$ cat src/rtl/ref_block_reader_if.sv
// Handshake/bus bundle between the reference block reader, the DRAM read port and the SW engine.
// The master modport is the reader; the slave modport is its environment.
interface ref_block_reader_if #(
    parameter int REF_LENGTH = 128,
    parameter int ADDR_WIDTH = 25
);
    logic [ADDR_WIDTH-1:0]   ref_addr_in;
    logic [ADDR_WIDTH-1:0]   ref_length_in;
    logic                    ref_info_valid_in;
    logic                    busy_out;
    logic [ADDR_WIDTH-1:0]   dram_cmd_addr_out;
    logic                    dram_cmd_valid_out;
    logic                    dram_cmd_rdy_in;
    logic [2*REF_LENGTH-1:0] dram_rd_data_in;
    logic                    dram_rd_valid_in;
    logic [2*REF_LENGTH-1:0] ref_seq_block_out;
    logic                    ref_seq_block_valid_out;
    logic                    ref_seq_block_rdy_in;
    logic                    err_out;

    modport master (
        input  ref_addr_in, ref_length_in, ref_info_valid_in,
        input  dram_cmd_rdy_in, dram_rd_data_in, dram_rd_valid_in,
        input  ref_seq_block_rdy_in,
        output busy_out, dram_cmd_addr_out, dram_cmd_valid_out,
        output ref_seq_block_out, ref_seq_block_valid_out, err_out
    );

    modport slave (
        output ref_addr_in, ref_length_in, ref_info_valid_in,
        output dram_cmd_rdy_in, dram_rd_data_in, dram_rd_valid_in,
        output ref_seq_block_rdy_in,
        input  busy_out, dram_cmd_addr_out, dram_cmd_valid_out,
        input  ref_seq_block_out, ref_seq_block_valid_out, err_out
    );
endinterface

$ cat src/rtl/ref_block_reader.sv
// Issues one DRAM read per reference block and streams the in-order returns to the SW engine.
// Reads are credit-limited so the return FIFO can always absorb every outstanding return.
module ref_block_reader #(
    parameter int REF_LENGTH = 128,
    parameter int ADDR_WIDTH = 25,
    parameter int FIFO_DEPTH = 8
) (
    input  logic             clk,
    input  logic             rst,
    ref_block_reader_if.master bus
);
    localparam int BW = 2 * REF_LENGTH;
    localparam int PW = $clog2(FIFO_DEPTH);
    localparam int CW = PW + 1;

    typedef enum logic [1:0] {IDLE, ISSUE, DRAIN} state_e;

    state_e                state_q, state_d;
    logic [ADDR_WIDTH-1:0] addr_q, addr_d;
    logic [ADDR_WIDTH-1:0] rem_q, rem_d;
    logic                  cmd_vld_q, cmd_vld_d;
    logic [CW-1:0]         outst_q, outst_d;
    logic [CW-1:0]         cnt_q, cnt_d;
    logic [PW-1:0]         wptr_q, rptr_q;
    logic                  err_q;
    logic [BW-1:0]         mem_q [FIFO_DEPTH];
    logic [CW:0]           credit_sum;

    logic cmd_fire, ret_ok, ret_bad, pop, fifo_vld;

    assign cmd_fire = cmd_vld_q & bus.dram_cmd_rdy_in;
    assign ret_ok   = bus.dram_rd_valid_in & (outst_q != '0);
    assign ret_bad  = bus.dram_rd_valid_in & (outst_q == '0);
    assign fifo_vld = (cnt_q != '0);
    assign pop      = fifo_vld & bus.ref_seq_block_rdy_in;

    always_ff @(posedge clk or negedge rst) begin
        if (!rst) state_q <= IDLE;
        else      state_q <= state_d;
    end

    always_comb begin
        state_d    = state_q;
        addr_d     = addr_q;
        rem_d      = rem_q;
        outst_d    = outst_q + CW'(cmd_fire) - CW'(ret_ok);
        cnt_d      = cnt_q + CW'(ret_ok) - CW'(pop);
        case (state_q)
            IDLE: begin
                if (bus.ref_info_valid_in && (bus.ref_length_in != '0)) begin
                    addr_d  = bus.ref_addr_in;
                    rem_d   = bus.ref_length_in;
                    state_d = ISSUE;
                end
            end
            ISSUE: begin
                if (cmd_fire) begin
                    addr_d = addr_q + ADDR_WIDTH'(1);
                    rem_d  = rem_q - ADDR_WIDTH'(1);
                    if (rem_q == ADDR_WIDTH'(1)) state_d = DRAIN;
                end
            end
            DRAIN: begin
                if ((outst_q == '0) && !fifo_vld) state_d = IDLE;
            end
            default: state_d = IDLE;
        endcase
        // Credits only grow while a command is stalled, so a raised valid stays up until rdy.
        credit_sum = {1'b0, outst_d} + {1'b0, cnt_d};
        cmd_vld_d  = (state_d == ISSUE) && (credit_sum < (CW+1)'(FIFO_DEPTH));
    end

    always_ff @(posedge clk or negedge rst) begin
        if (!rst) begin
            addr_q    <= '0;
            rem_q     <= '0;
            cmd_vld_q <= 1'b0;
            outst_q   <= '0;
            cnt_q     <= '0;
            wptr_q    <= '0;
            rptr_q    <= '0;
            err_q     <= 1'b0;
        end else begin
            addr_q    <= addr_d;
            rem_q     <= rem_d;
            cmd_vld_q <= cmd_vld_d;
            outst_q   <= outst_d;
            cnt_q     <= cnt_d;
            if (ret_ok) wptr_q <= wptr_q + PW'(1);
            if (pop)    rptr_q <= rptr_q + PW'(1);
            if (ret_bad) err_q <= 1'b1;
        end
    end

    // Storage needs no reset: the read port is gated by the occupancy count.
    always_ff @(posedge clk) begin
        if (ret_ok) mem_q[wptr_q] <= bus.dram_rd_data_in;
    end

    assign bus.busy_out                = (state_q != IDLE);
    assign bus.dram_cmd_addr_out       = addr_q;
    assign bus.dram_cmd_valid_out      = cmd_vld_q;
    assign bus.ref_seq_block_valid_out = fifo_vld;
    assign bus.ref_seq_block_out       = fifo_vld ? mem_q[rptr_q] : '0;
    assign bus.err_out                 = err_q;
endmodule

$ cat src/flat_wrapper.sv
// flat-port wrapper written by rule: the top's interface ports become plain ports
module ref_block_reader_flat 
#(
    parameter int REF_LENGTH = 128,
    parameter int ADDR_WIDTH = 25,
    parameter int FIFO_DEPTH = 8
)
  (clk, rst, bus_ref_addr_in, bus_ref_length_in, bus_ref_info_valid_in, bus_dram_cmd_rdy_in, bus_dram_rd_data_in, bus_dram_rd_valid_in, bus_ref_seq_block_rdy_in, bus_busy_out, bus_dram_cmd_addr_out, bus_dram_cmd_valid_out, bus_ref_seq_block_out, bus_ref_seq_block_valid_out, bus_err_out);
  ref_block_reader_if #(.REF_LENGTH(REF_LENGTH), .ADDR_WIDTH(ADDR_WIDTH)) bus_i ();
  input  logic clk;
  input  logic rst;
  input wire logic [$bits(bus_i.ref_addr_in)-1:0] bus_ref_addr_in;
  input wire logic [$bits(bus_i.ref_length_in)-1:0] bus_ref_length_in;
  input wire logic [$bits(bus_i.ref_info_valid_in)-1:0] bus_ref_info_valid_in;
  input wire logic [$bits(bus_i.dram_cmd_rdy_in)-1:0] bus_dram_cmd_rdy_in;
  input wire logic [$bits(bus_i.dram_rd_data_in)-1:0] bus_dram_rd_data_in;
  input wire logic [$bits(bus_i.dram_rd_valid_in)-1:0] bus_dram_rd_valid_in;
  input wire logic [$bits(bus_i.ref_seq_block_rdy_in)-1:0] bus_ref_seq_block_rdy_in;
  output wire logic [$bits(bus_i.busy_out)-1:0] bus_busy_out;
  output wire logic [$bits(bus_i.dram_cmd_addr_out)-1:0] bus_dram_cmd_addr_out;
  output wire logic [$bits(bus_i.dram_cmd_valid_out)-1:0] bus_dram_cmd_valid_out;
  output wire logic [$bits(bus_i.ref_seq_block_out)-1:0] bus_ref_seq_block_out;
  output wire logic [$bits(bus_i.ref_seq_block_valid_out)-1:0] bus_ref_seq_block_valid_out;
  output wire logic [$bits(bus_i.err_out)-1:0] bus_err_out;
  assign bus_i.ref_addr_in = bus_ref_addr_in;
  assign bus_i.ref_length_in = bus_ref_length_in;
  assign bus_i.ref_info_valid_in = bus_ref_info_valid_in;
  assign bus_i.dram_cmd_rdy_in = bus_dram_cmd_rdy_in;
  assign bus_i.dram_rd_data_in = bus_dram_rd_data_in;
  assign bus_i.dram_rd_valid_in = bus_dram_rd_valid_in;
  assign bus_i.ref_seq_block_rdy_in = bus_ref_seq_block_rdy_in;
  assign bus_busy_out = bus_i.busy_out;
  assign bus_dram_cmd_addr_out = bus_i.dram_cmd_addr_out;
  assign bus_dram_cmd_valid_out = bus_i.dram_cmd_valid_out;
  assign bus_ref_seq_block_out = bus_i.ref_seq_block_out;
  assign bus_ref_seq_block_valid_out = bus_i.ref_seq_block_valid_out;
  assign bus_err_out = bus_i.err_out;
  ref_block_reader #(.REF_LENGTH(REF_LENGTH), .ADDR_WIDTH(ADDR_WIDTH), .FIFO_DEPTH(FIFO_DEPTH)) u_core (.clk(clk), .rst(rst), .bus(bus_i));
endmodule
$ cat config.mk
export PLATFORM = sky130hd
export DESIGN_NAME = ref_block_reader_flat
export DESIGN_NICKNAME = d
export VERILOG_FILES = /design/src/rtl/ref_block_reader_if.sv /design/src/rtl/ref_block_reader.sv /design/src/flat_wrapper.sv
export SDC_FILE = /design/constraint.sdc
export NUM_CORES = 2
export LEC_CHECK = 0
export CAP_MARGIN = 20
export CORE_MARGIN = 1
export CORE_UTILIZATION = 37
export CTS_CLUSTER_SIZE = 40
export DETAILED_ROUTE_END_ITERATION = 10
export GPL_TIMING_DRIVEN = 0
export PLACE_DENSITY = 0.58
export SKIP_CTS_REPAIR_TIMING = 1
export SLEW_MARGIN = 0
export SYNTH_ARGS = -nofsm -noshare
export SYNTH_HDL_FRONTEND = slang
export SYNTH_SLANG_ARGS = --single-unit
$ cat constraint.sdc
create_clock -name clk -period 26.6 [get_ports clk]
set_input_delay 3.99 -clock clk [delete_from_list [all_inputs] [get_ports clk]]
set_output_delay 3.99 -clock clk [all_outputs]
set_load 0.005 [all_outputs]
==> results.yml <==
status:
  outcome: "finished, final reports clean"
global_routing:
  maximum_number_of_pins_on_one_net_before_global_route_repair: 39
  global_route.overflow_total: 0
  grt_pass1_wl_mm: 301
  groute.usage.overall: 0.186
  grt_pass1_vias: 42300
  antenna_violations_before_repair: 65
floorplan:
  die_height_um: 472
  floorplan.die.width_um: 472
  design.portCount: 597
  die_area_sq_um: 223000
  std_cell_rows: 172
  core_region_area_sq_um: 220000
  initial_core_util: 0.372
hold_path:
  worst_hold_path.endpoint: "u_core.bus.err_out"
  hold_path_class: "reg -> reg"
  worst_hold_startpoint: "u_core.bus.err_out"
  timing.hold.worst_path_depth: 1
detailed_routing:
  detail_route.wl_per_cell_um: 26.7
  avgViaCountPerCell: 5.27
  initialDrtViolationCount: 3290
  antenna_left: 0
  wirelength_mm: 207
  number_of_drc_violations_after_detailed_routing: 0
  detailed_routing_iterations_pass_1: 7
  vias: 41000
flow_run:
  max_cap_viols: 0
clocking:
  clk_path_buf_depth: 3
  cts_inserted_buffers: 216
  cts_tree: "done"
  clock_tree.root_cell: "sky130_fd_sc_hd__clkbuf_16"
  path_clk_slew_ps: 60
  cts_max_level: 4
  clock_sinks: 2116
  clk-insertion-delay-late_ps: 890
synth:
  yosys_warnings: 0
  synth_nets: 4077
  mappedNetlistArea_sq_um: 81700
  async_flop_share: 0.0321
  number_of_enable_type_register_cells_in_the_synthesized_netlist: 2048
  largest_area_contributor_in_the_netlist: "sky130_fd_sc_hd__edfxtp_1"
  synthCells: 3745
  ys.flop_type: "sky130_fd_sc_hd__edfxtp_1"
  area_contributors_post_synth: "sky130_fd_sc_hd__edfxtp_1 (75%), sky130_fd_sc_hd__mux4_2 (14%), sky130_fd_sc_hd__mux2i_1 (3.2%), sky130_fd_sc_hd__dfrtp_1 (2.1%), sky130_fd_sc_hd__nor2_1 (1.4%)"
  synthDominantCellAreaShare: 0.752
  syn-mean-instance-area_sq_um: 21.8
  synth_sequential_area_ratio: 0.773
  ys_seq_elements: 2116
  post_synth_num_cell_types: 69
setup_path:
  rr_worst_depth: 17
  worst-r2r-setup-slack_ps: 22450
  crit_arrival_ps: 4400
  timing.critical_path.slowest_stage_cell: "sky130_fd_sc_hd__clkbuf_1"
  critPathMaxFanout: 10
  most_used_cell_along_the_critical_path: "sky130_fd_sc_hd__clkbuf_1"
  worstPathRequired_ps: 22610
  regToRegEndpoint: "u_core.bus.dram_cmd_valid_out"
  worst_path_largest_cell_delay_ps: 630
  crit_path_cell_trace: "clkbuf_1, buf_8, clkbuf_2, clkbuf_1, mux4_2, mux2i_1, nor2_1, clkdlybuf4s50_1"
  reg2reg_from: "u_core.cnt_q[2]"
  start_kind: "flop"
  crit_path_end_kind: "output port"
  setup.worst_path.class: "reg -> out"
power_and_ir_drop:
  leakage_uw: 0.0332
  ir_drop_uv: 68.4
  cellPowerDensity_nw_per_um2: 111
timing:
  fin_ws_ps: 18210
  period_needed_ps: 8390
  final.setup_skew_ps: 57.2
  finalSetupViolCount: 0
  highest_achievable_clock_rate_mhz: 119
  timing.setup.tns_ps: 0
  slew_headroom: 0.320
  finalHoldViolCount: 0
  final_report_max_slew_violation_count: 0
  tightest_slew_ps: 1020
  rsz0062_at_grt: "false"
  post-route-period-util: 0.315
  hold-worst-slack_ps: 467
placed_design:
  globalplace.congestion: 0.880
  place_worst_setup_slack_ps: 18670
  placement.io_buffers: 596
  post-dp-hpwl_mm: 141
  number_of_cells_after_detailed_placement: 7371
cells_and_area:
  fillCellCount: 18400
  finish.net_count: 5050
  most_frequent_cells_in_the_layout: "sky130_fd_sc_hd__edfxtp_1 (2048), sky130_fd_sc_hd__clkdlybuf4s50_1 (595), sky130_fd_sc_hd__mux4_2 (512)"
  final_cell_count_without_fillers: 7782
  syn_to_final_growth_pct: 23.8
  postLayoutCoreUtil: 0.461
  final_common_cell: "sky130_fd_sc_hd__edfxtp_1"
  drive_above_1_share: 0.221
-- sequential cells by signal, indices dropped and copies added (netlist names) --
name                           count
u_core.wptr_q                      3
u_core.bus.err_out                 1
u_core.bus.dram_cmd_addr_out      25
u_core.bus.dram_cmd_valid_out      1
u_core.mem_q                    2048
u_core.state_q                     2
u_core.cnt_q                       4
u_core.outst_q                     4
u_core.rem_q                      25
u_core.rptr_q                      3
-- how the worst max path moves through the flow --
stage,startpoint,to,cells past startpoint
after floorplan,bus_dram_rd_valid_in,u_core.mem_q[0][0],4
after global placement,bus_dram_rd_valid_in,u_core.mem_q[0][249],5
after detailed placement,bus_dram_rd_valid_in,u_core.mem_q[0][249],13
after CTS,u_core.rptr_q[1],bus_ref_seq_block_out[125],8
after global routing,u_core.rptr_q[1],bus_ref_seq_block_out[125],8
final,u_core.rptr_q[1],bus_ref_seq_block_out[145],8
-- final cells by class --
cell class	instances	area, sq um	area share
flip-flops and latches	2116	63200	0.625
multi-input cells	1388	17600	0.174
repair buffers	755	8640	0.0854
clock buffers	268	5700	0.0563
well taps	2871	3590	0.0355
clock inverters	128	1410	0.0139
plain buffers	206	851	0.00841
inverters	35	131	0.00130
diodes	15	37.5	0.000371
-- kinds of logic (layout without fill, tap and decap cells) --
family,Yosys count,after routing,share of synthesized area
simple gates,435,435,0.0238
fa+ha+maj,20,20,0.00325
compound gates,147,147,0.0132
xor+xnor,11,11,0.00118
mux,775,775,0.173
other cells,0,15,0
flops,2116,2116,0.773
buf+inv,241,1392,0.0119
-- report_power, final --
part           internal, uW  leakage, uW  switching, uW
clock                  1720      0.00345           1290
sequential             4160       0.0194           95.4
combinational          1940       0.0103           2030
total                  7820       0.0332           3420
-- worst max-delay path: cells and delay by family, from the launching register on --
family | cells | cell delay, ps
buffers and inverters | 5 | 2290
flip-flops | 1 | 350
multiplexers | 2 | 490
AND/OR/NAND/NOR | 1 | 370
-- Yosys cell counts (3+ instances only) --
master                      number
sky130_fd_sc_hd__a211oi_1        6
sky130_fd_sc_hd__a21o_1          3
sky130_fd_sc_hd__a21oi_1        41
sky130_fd_sc_hd__a22oi_1         5
sky130_fd_sc_hd__a2bb2oi_1       5
sky130_fd_sc_hd__a31oi_1        13
sky130_fd_sc_hd__and2_1          5
sky130_fd_sc_hd__and3_1         10
sky130_fd_sc_hd__buf_1          48
sky130_fd_sc_hd__buf_2          56
sky130_fd_sc_hd__clkbuf_1      102
sky130_fd_sc_hd__dfrtp_1        68
sky130_fd_sc_hd__edfxtp_1     2048
sky130_fd_sc_hd__ha_1           18
sky130_fd_sc_hd__inv_1          35
sky130_fd_sc_hd__mux2i_1       261
sky130_fd_sc_hd__mux4_2        512
sky130_fd_sc_hd__nand2_1        27
sky130_fd_sc_hd__nand2b_1        6
sky130_fd_sc_hd__nand3_1        23
sky130_fd_sc_hd__nand4_1        15
sky130_fd_sc_hd__nand4b_1        4
sky130_fd_sc_hd__nor2_1        299
sky130_fd_sc_hd__nor3_1         12
sky130_fd_sc_hd__nor4_1         14
sky130_fd_sc_hd__o211ai_1        3
sky130_fd_sc_hd__o21a_1          4
sky130_fd_sc_hd__o21ai_0        12
sky130_fd_sc_hd__o221a_2        16
sky130_fd_sc_hd__o22a_1          8
sky130_fd_sc_hd__o22ai_1         5
sky130_fd_sc_hd__xnor2_1         6
sky130_fd_sc_hd__xor2_1          5
-- per-stage QoR --
step | instance area, sq um | total power, uW
finish | 101000 | 11200
CTS | 101000 | 11400
floorplan | 81700 | 6570
detailed placement | 94000 | 8400
global route | 101000 | 11800
global placement | 91300 | 8710
-- metal layers --
metal  up-vias  global-route usage  wire length, um
met1     21800               0.252            88900
met5         -                   0              321
met4        52              0.0480             4100
met2      1293               0.301           101000
li1      17600                   -                -
met3       313              0.0444            13100
Power figures use the tool's default switching activity.
